`src/rtl/seg_scan_ctrl_if.sv`:
```
// rtl/seg_scan_ctrl_if.sv - load handshake bundle for the seven-segment scan controller
//
// Purpose: carries a new display value and its digit enable mask from a source
//          to seg_scan_ctrl under a valid/ready handshake.
// Signals:
//   load_valid  source -> ctrl  a new display value is offered
//   load_data   source -> ctrl  32-bit hex value, digit i = load_data[4i+3:4i]
//   load_mask   source -> ctrl  per-digit enable, bit i = 1 shows digit i
//   load_ready  ctrl -> source  controller can accept a load
// Modports: master = value source, slave = scan controller.
interface seg_scan_ctrl_if;
    logic        load_valid;
    logic [31:0] load_data;
    logic [7:0]  load_mask;
    logic        load_ready;

    modport master (
        output load_valid,
        output load_data,
        output load_mask,
        input  load_ready
    );

    modport slave (
        input  load_valid,
        input  load_data,
        input  load_mask,
        output load_ready
    );
endinterface

```
`src/rtl/seg_scan_ctrl.sv`:
```
// rtl/seg_scan_ctrl.sv - time-multiplexed 8-digit seven-segment scan controller
//
// Purpose: steps sel through digits 0..7, holding each for REFRESH_DIV cycles,
//          and presents the matching nibble of the displayed value on num.
//          New values are staged in a one-entry pending buffer and swapped in
//          only at a frame boundary so a frame never mixes old and new digits.
// Ports:
//   clk         in   system clock, rising edge
//   rst         in   synchronous active-high reset
//   load_if     slave modport of seg_scan_ctrl_if (load handshake)
//   num         out  nibble for the current digit
//   sel         out  current digit index
//   blank       out  current digit is masked off
//   frame_done  out  one-cycle pulse on the digit 7 -> 0 wrap
module seg_scan_ctrl #(
    parameter int REFRESH_DIV = 100000
) (
    input  logic               clk,
    input  logic               rst,
    seg_scan_ctrl_if.slave     load_if,
    output logic [3:0]         num,
    output logic [2:0]         sel,
    output logic               blank,
    output logic               frame_done
);
    localparam int CNT_W = (REFRESH_DIV > 1) ? $clog2(REFRESH_DIV) : 1;
    localparam logic [CNT_W-1:0] CNT_MAX = CNT_W'(REFRESH_DIV - 1);

    logic [CNT_W-1:0] cnt_q, cnt_d;
    logic [2:0]       sel_q, sel_d;
    logic [31:0]      disp_data_q, disp_data_d;
    logic [7:0]       disp_mask_q, disp_mask_d;
    logic [31:0]      pend_data_q, pend_data_d;
    logic [7:0]       pend_mask_q, pend_mask_d;
    logic             pend_valid_q, pend_valid_d;

    logic tick;
    logic boundary;
    logic accept;

    always_comb begin
        tick     = (cnt_q == CNT_MAX);
        boundary = tick && (sel_q == 3'd7);
        // Ready comes only from pend_valid_q, so accept can never coincide
        // with the pending buffer being drained at a boundary.
        accept   = load_if.load_valid && !pend_valid_q;

        cnt_d        = tick ? '0 : cnt_q + 1'b1;
        sel_d        = tick ? sel_q + 3'd1 : sel_q;   // 3-bit wrap 7 -> 0
        disp_data_d  = disp_data_q;
        disp_mask_d  = disp_mask_q;
        pend_data_d  = pend_data_q;
        pend_mask_d  = pend_mask_q;
        pend_valid_d = pend_valid_q;

        if (boundary && pend_valid_q) begin
            disp_data_d  = pend_data_q;
            disp_mask_d  = pend_mask_q;
            pend_valid_d = 1'b0;
        end

        if (accept) begin
            pend_data_d  = load_if.load_data;
            pend_mask_d  = load_if.load_mask;
            pend_valid_d = 1'b1;
        end
    end

    always_ff @(posedge clk) begin
        if (rst) begin
            cnt_q        <= '0;
            sel_q        <= 3'd0;
            disp_data_q  <= 32'd0;
            disp_mask_q  <= 8'hFF;
            pend_data_q  <= 32'd0;
            pend_mask_q  <= 8'd0;
            pend_valid_q <= 1'b0;
        end else begin
            cnt_q        <= cnt_d;
            sel_q        <= sel_d;
            disp_data_q  <= disp_data_d;
            disp_mask_q  <= disp_mask_d;
            pend_data_q  <= pend_data_d;
            pend_mask_q  <= pend_mask_d;
            pend_valid_q <= pend_valid_d;
        end
    end

    assign load_if.load_ready = !pend_valid_q;
    assign sel        = sel_q;
    assign num        = disp_data_q[{sel_q, 2'b00} +: 4];
    assign blank      = !disp_mask_q[sel_q];
    assign frame_done = boundary;
endmodule

```
`src/flat_wrapper.sv`:
```
// flat-port wrapper written by rule: the top's interface ports become plain ports
module seg_scan_ctrl_flat 
#(
    parameter int REFRESH_DIV = 100000
)
  (clk, rst, num, sel, blank, frame_done, load_if_load_valid, load_if_load_data, load_if_load_mask, load_if_load_ready);
  seg_scan_ctrl_if load_if_i ();
  input  logic clk;
  input  logic rst;
  output logic [3:0] num;
  output logic [2:0] sel;
  output logic blank;
  output logic frame_done;
  input wire logic [$bits(load_if_i.load_valid)-1:0] load_if_load_valid;
  input wire logic [$bits(load_if_i.load_data)-1:0] load_if_load_data;
  input wire logic [$bits(load_if_i.load_mask)-1:0] load_if_load_mask;
  output wire logic [$bits(load_if_i.load_ready)-1:0] load_if_load_ready;
  assign load_if_i.load_valid = load_if_load_valid;
  assign load_if_i.load_data = load_if_load_data;
  assign load_if_i.load_mask = load_if_load_mask;
  assign load_if_load_ready = load_if_i.load_ready;
  seg_scan_ctrl #(.REFRESH_DIV(REFRESH_DIV)) u_core (.clk(clk), .rst(rst), .load_if(load_if_i), .num(num), .sel(sel), .blank(blank), .frame_done(frame_done));
endmodule
```
`config.mk`:
```
export PLATFORM = sky130hd
export DESIGN_NAME = seg_scan_ctrl_flat
export DESIGN_NICKNAME = d
export VERILOG_FILES = /design/src/rtl/seg_scan_ctrl_if.sv /design/src/rtl/seg_scan_ctrl.sv /design/src/flat_wrapper.sv
export SDC_FILE = /design/constraint.sdc
export NUM_CORES = 1
export LEC_CHECK = 0
export CAP_MARGIN = 20
export CORE_ASPECT_RATIO = 1.1
export CORE_MARGIN = 5
export CORE_UTILIZATION = 60
export CTS_CLUSTER_DIAMETER = 150
export DETAILED_ROUTE_END_ITERATION = 10
export DONT_BUFFER_PORTS = 1
export PLACE_DENSITY_LB_ADDON = 0.15
export RECOVER_POWER = 50
export SLEW_MARGIN = 20
export SYNTH_ARGS = -nofsm -noshare
export SYNTH_HDL_FRONTEND = slang
export SYNTH_SLANG_ARGS = --single-unit
```
`constraint.sdc`:
```
create_clock -name clk -period 5.4 [get_ports clk]
set_clock_uncertainty 0.2 [all_clocks]
set_input_delay 1.08 -clock clk [delete_from_list [all_inputs] [get_ports clk]]
set_output_delay 1.08 -clock clk [all_outputs]
set_load 0.02 [all_outputs]
```
==> results of run 1 <==
## power groups by stage
stage               combinational [mW]  clock (mW)  sequential, mW
detailed placement              0.0540           0           0.792
global route                    0.0614       0.630           0.777
global placement                0.0521           0           0.791
finish                          0.0523       0.587           0.774
floorplan                       0.0561           0           0.788
CTS                             0.0541       0.598           0.774
## stage by stage
step / util, % / cells
2_1_floorplan: - / 472
3_3_place_gp: 60.1 / 530
3_5_place_dp: 60.1 / 530
4_1_cts: 63.6 / 546
5_1_grt: 63.3 / 546
6_report: 63.3 / 546
## worst reg2reg max path: cells and delay by family (launching register included)
family | cells | cell delay [ns]
adder cells (fa/ha/maj) | 2 | 0.41
flip-flops | 1 | 0.97
buffers and inverters | 2 | 0.66
AND/OR/NAND/NOR | 1 | 0.15
multiplexers | 1 | 0.29
## metal layers
layer	share of wire (%)	track usage, %	wire [microns]	up-vias
met1	49	25.6	4000	1382
li1	-	-	-	1526
met2	45	28.8	3690	43
met3	4.2	3.81	339	6
met5	0	0	0	-
met4	1.2	7.89	94	0
## layout make-up
| cell class | instances | share of cell area, % |
|---|---|---|
| clock inverters | 6 | 2.50 |
| repair buffers | 3 | 0.323 |
| multi-input cells | 335 | 48.1 |
| flip-flops and latches | 101 | 43.5 |
| clock buffers | 10 | 2.96 |
| well taps | 87 | 2.34 |
| inverters | 4 | 0.323 |
## synthesized netlist by cell type (all sizes together)
cell type	n	share of area, %
dfxtp	101	45
xnor2	7	1.4
o21ai	3	0.34
xor2	6	1.2
ha	3	0.84
a21oi	43	4.8
inv	4	0.34
nor3	4	0.70
nand2	85	7.1
and4bb	1	0.28
nand3	7	0.78
or3	3	0.42
mux4	10	5.0
nor2b	1	0.14
nor4	2	0.61
mux2	4	1.0
nor4b	1	0.20
mux2i	43	9.6
and4	2	0.39
nor2	36	3.0
and4b	1	0.25
and3	2	0.28
or2b	58	9.7
or2	1	0.14
nand2b	7	0.98
buf	9	2.2
nand4	5	1.0
clkbuf	22	1.8
dlygate4sd1	1	0.20
## path summary, 6_finish.rpt
check        cells past startpoint                   from                     end  slack (ns)
max                              2          u_core.sel[0]                   blank        1.75
min                              2  u_core.pend_data_q[8]   u_core.pend_data_q[8]        0.25
max reg2reg                      6          u_core.sel[0]  u_core.disp_data_q[22]        2.65
min reg2reg                      2  u_core.pend_data_q[8]   u_core.pend_data_q[8]        0.25
## cells by family (layout without fill, tap and decap cells)
logic type	Yosys count	in the layout	share of synthesized area, %
buffers and inverters	36	23	4.61
multiplexers	57	57	15.6
adder cells (fa/ha/maj)	3	3	0.838
XOR/XNOR	13	13	2.54
AND/OR/NAND/NOR	216	216	26.1
flip-flops	101	101	45.2
AO/OA/AOI/OAI	46	46	5.14
## cell usage in the layout, fill, tap and decap left out, types with 2 or more instances in the layout
| master | instances |
|---|---|
| a21oi_1 | 43 |
| and3_1 | 2 |
| and4_1 | 2 |
| bufinv_16 | 3 |
| clkbuf_1 | 2 |
| clkbuf_8 | 10 |
| dfxtp_1 | 101 |
| ha_1 | 3 |
| inv_1 | 4 |
| inv_6 | 2 |
| mux2_2 | 4 |
| mux2i_1 | 43 |
| mux4_2 | 10 |
| nand2_1 | 85 |
| nand2b_1 | 7 |
| nand3_1 | 7 |
| nand4_1 | 5 |
| nor2_1 | 36 |
| nor3_1 | 3 |
| o21ai_0 | 3 |
| or2b_1 | 58 |
| or3_1 | 3 |
| xnor2_1 | 7 |
| xor2_1 | 6 |
## sequential cells by signal, summed over array words and instances, names as in the netlist
name and count:
u_core.disp_data_q 32, u_core.pend_valid_q 1, u_core.disp_mask_q 8, u_core.pend_mask_q 8, u_core.sel 3, u_core.pend_data_q 32
u_core.cnt_q 17
==> impl_metrics.tcl, run 1 <==
set metrics [dict create \
    grt_pass1_vias 2915 \
    multi_input_area_sq_um 2230 \
    slew_violations 0 \
    drt_first_iter_violations 154 \
    grt_max_degree 128 \
    clock_sinks 101 \
    post_cts_buffers 0 \
    fin_area_sq_um 4650 \
    power_density_nw_per_um2 304 \
    p_total_mw 1.41 \
    holdWs_ns 0.248 \
    synth_seq_cells 101 \
    cts_resized 0 \
    p_int_mw 1.11 \
    start_kind "flop" \
    syn-num-nets 518 \
    cts_buffer_depth 2 \
    row_count 33 \
    clkTransAtPathRegs_ns 0.10 \
    p_leak_nw 1.58 \
    ys_seq_area_share_pct 45.2 \
    yosys_warnings 0 \
    core-area_sq_um 7350 \
    die_y_microns 101 \
    cp.required_ns 4.12 \
    synthCells 472 \
    power_switching_uw 304 \
    worst_pin_slew_ns 1.35 \
    fillers 640 \
    grt_usage_pct 18.7 \
    antenna_cells 0 \
    ir_drop_v 0.000160 \
    cp_cell_sequence "mux4_2 -> mux2i_1" \
    cts_hold_buf 0 \
    antenna_found_initial 0 \
    cts_max_level 3 \
    drc 0 \
    gp_congestion 0.789 \
    start_util_pct 60.9 \
    avgSynthCellArea_sq_um 9.49 \
    drive_above_1_share_pct 7.41 \
    pre_cts_ws_ns 2.05 \
    numCtsBuffers 9 \
    fin_ws_ns 1.75 \
    cp-end-kind "output pin" \
    cp_slowest_cell "dfxtp_1" \
    cpPeakStageDelay_ns 0.97 \
    swShare_pct 21.5 \
    dieArea_sq_um 9290 \
    max_freq_mhz 274 \
    pin_count 53 \
    first_pass_iters 4 \
    fin_crit_ns 3.65 \
    crit_buf_inv 0 \
    power_frac_clock_pct 41.5 \
    wire_per_inst_microns 14.9 \
    wl_mm 8.13 \
    vias 2957 \
    port_buffers 0 \
    clock_latency_ns 0.36 \
    arrival_ns 2.37 \
    cp_max_fo 13 \
    grt_overflow 0 \
    worst-setup-path-type "reg -> out" \
    regArea_sq_um 2020 \
    nets 500 \
    cap_violations 0 \
    cts_tree "done" \
    crit_family "multiplexers" \
    areaGrowthSynthToFinish_pct 3.83 \
    grt_setup_unrepaired "false" \
    grt_pass1_wl_mm 13.9 \
    hp-class "reg -> reg" \
    finalSetupViolCount 0 \
    pwr-share-comb_pct 3.7 \
    synthDistinctLibCells 35 \
    dpl_cell_area_sq_um 4420 \
    drtAntennaViolNets 0 \
    routed_via_density 5.42 \
    syn_area_sq_um 4480 \
    fin_setup_tns_ns 0 \
    dp_hpwl_mm 5.49 \
    slew_headroom_pct 9.99 \
    p_seq_share_pct 54.8 \
    status "completed" \
    min_period_over_period_pct 67.7 \
    dieWidth_microns 92.4 \
    finalHoldViolations 0 \
    cts-root-buf "clkbuf_8" \
]
Power figures use the tool's default switching activity.
==> run 2: changes to the inputs <==
CORE_UTILIZATION = 57   (was 60)
clock period = 3.1 ns   (was 5.4 ns; I/O delays follow)
==> run 2 against run 1 <==
Against the previous run: the run now ends with max-capacitance violations, max-slew violations left; clock power grew 27%; worst hold slack lost 0.12 ns; cell area about the same; largest cell class unchanged; total power is 54% higher; sequential share of layout area is essentially flat.
==> impl_metrics.tcl, run 2 (synthesis gave the netlist of run 1 again) <==
set metrics [dict create \
    clkTransAtPathRegs_ns 0.10 \
    power_density_nw_per_um2 469 \
    grt_usage_pct 18.0 \
    placed_cells 555 \
    holdPathStages 1 \
    dieWidth_microns 94.5 \
    finalSetupViolCount 0 \
    min_from "rst" \
    numCtsBuffers 9 \
    fin_setup_tns_ns 0 \
    p_leak_nw 1.57 \
    dpl_cell_area_sq_um 4490 \
    clock_sinks 101 \
    violations "max-capacitance violations, max-slew violations" \
    p_seq_share_pct 61.8 \
    reg2regPathDepth 6 \
    post_cts_buffers 0 \
    reg_top3 "u_core.disp_data_q x32, u_core.pend_data_q x32, u_core.cnt_q x17" \
    p_total_mw 2.18 \
    fin_crit_ns 2.80 \
    cpPeakStageDelay_ns 0.41 \
    fin_area_sq_um 4650 \
    cts_hold_buf 0 \
    reg2reg_from "u_core.cnt_q[0]" \
    finalHoldViolations 0 \
    port_buffers 0 \
    pre_cts_ws_ns 0.684 \
    cp.required_ns 2.28 \
    wire_per_inst_microns 14.3 \
    wl_mm 8.16 \
    pin_count 53 \
    grt_overflow 0 \
    areaGrowthSynthToFinish_pct 3.74 \
    hp-class "in -> reg" \
    cts_buffer_depth 2 \
    cts-root-buf "clkbuf_8" \
    dp_hpwl_mm 5.52 \
    cp_cell_sequence "ha_1 -> and4_1 -> nand4_4 -> nor2_1" \
    ir_drop_v 0.000290 \
    power_switching_uw 517 \
    min_period_over_period_pct 90.5 \
    drt_first_iter_violations 110 \
    final_cell_mix "dfxtp_1 (101), nand2_1 (85), or2b_1 (58)" \
    start_util_pct 57.5 \
    antenna_cells 0 \
    drc 0 \
    grt_setup_unrepaired "false" \
    die_y_microns 103 \
    cts_tree "done" \
    slew_violations 41 \
    vias 2974 \
    cp-end-kind "output pin" \
    core-area_sq_um 7780 \
    drtAntennaViolNets 0 \
    hold_end "u_core.pend_data_q[19]" \
    cp_slowest_cell "dfxtp_1" \
    holdWs_ns 0.127 \
    grt_max_degree 128 \
    row_count 34 \
    power_frac_clock_pct 34.1 \
    max_freq_mhz 357 \
    drive_above_1_share_pct 8.86 \
    final_cells 571 \
    post-route-util_pct 59.7 \
    grt_pass1_wl_mm 13.8 \
    worst_pin_slew_ns 1.67 \
    worst-setup-path-type "reg -> out" \
    grt_util_met2_pct 28.1 \
    fin_ws_ns 0.296 \
    layout_commonest_cell "dfxtp_1" \
    nets 504 \
    swShare_pct 23.7 \
    fillers 692 \
    worst_r2r_endpoint "u_core.disp_data_q[14]" \
    cp_max_fo 7 \
    slew_headroom_pct -11.2 \
    start_kind "flop" \
    cts_resized 0 \
    use_met1_pct 25.1 \
    routed_via_density 5.21 \
    status "finished with violations" \
    rrSetupSlack_ns 0.52 \
    pwr-share-comb_pct 4.1 \
    first_pass_iters 4 \
    cap_violations 1 \
    grt.busiest_layer "met2" \
    gp_congestion 0.903 \
    gr-usage-met3_pct 3.50 \
    p_int_mw 1.66 \
    grt_pass1_vias 2796 \
    antenna_found_initial 0 \
    dieArea_sq_um 9730 \
    clock_latency_ns 0.35 \
    cts_max_level 3 \
    arrival_ns 1.98 \
]
run 2: cell count changes in the layout (fill, tap and decap cells not counted), sizes merged:
cell | previous run | this run
bufinv | 3 | 0
clkinv | 1 | 4
clkbuf | 12 | 11
clkinvlp | 0 | 1
buf | 1 | 5
run 2: metal layers:
layer / wire (microns) / part of all wire [%] / up-vias
met4: 105 / 1.3 / 0
met3: 363 / 4.5 / 11
li1: - / - / 1536
met1: 3970 / 49 / 1377
met2: 3720 / 46 / 50
met5: 0 / 0 / -
run 2: power by group through the flow:
stage	Combinational (mW)	Sequential [mW]	Clock, mW
final	0.0902	1.35	0.743
after global routing	0.106	1.35	0.823
after CTS	0.0945	1.35	0.769
after detailed placement	0.0942	1.38	0
after global placement	0.0918	1.38	0
after floorplan	0.0978	1.37	0
run 2: final cells by class:
| cell class | count | area, sq um | area share, % |
|---|---|---|---|
| clock buffers | 9 | 124 | 2.67 |
| clock inverters | 7 | 48.8 | 1.05 |
| inverters | 4 | 15.0 | 0.323 |
| multi-input cells | 335 | 2250 | 48.5 |
| flip-flops and latches | 101 | 2020 | 43.5 |
| well taps | 108 | 135 | 2.91 |
| repair buffers | 7 | 48.8 | 1.05 |
run 2: how the worst max path moves through the flow:
stage / to / slack [ns] / startpoint / cells after the start
finish: frame_done / 0.30 / u_core.cnt_q[0] / 4
global route: frame_done / 0.16 / u_core.cnt_q[0] / 4
CTS: frame_done / 0.28 / u_core.cnt_q[0] / 4
detailed placement: frame_done / 0.68 / u_core.cnt_q[0] / 4
global placement: frame_done / 0.74 / u_core.cnt_q[0] / 4
floorplan: blank / 0.55 / u_core.sel[0] / 3
run 2: worst max-delay path: cells and delay by family, from the launching register on:
family	cells	cell delay [ns]
adder cells (fa/ha/maj)	1	0.22
flip-flops	1	0.41
AND/OR/NAND/NOR	3	0.99
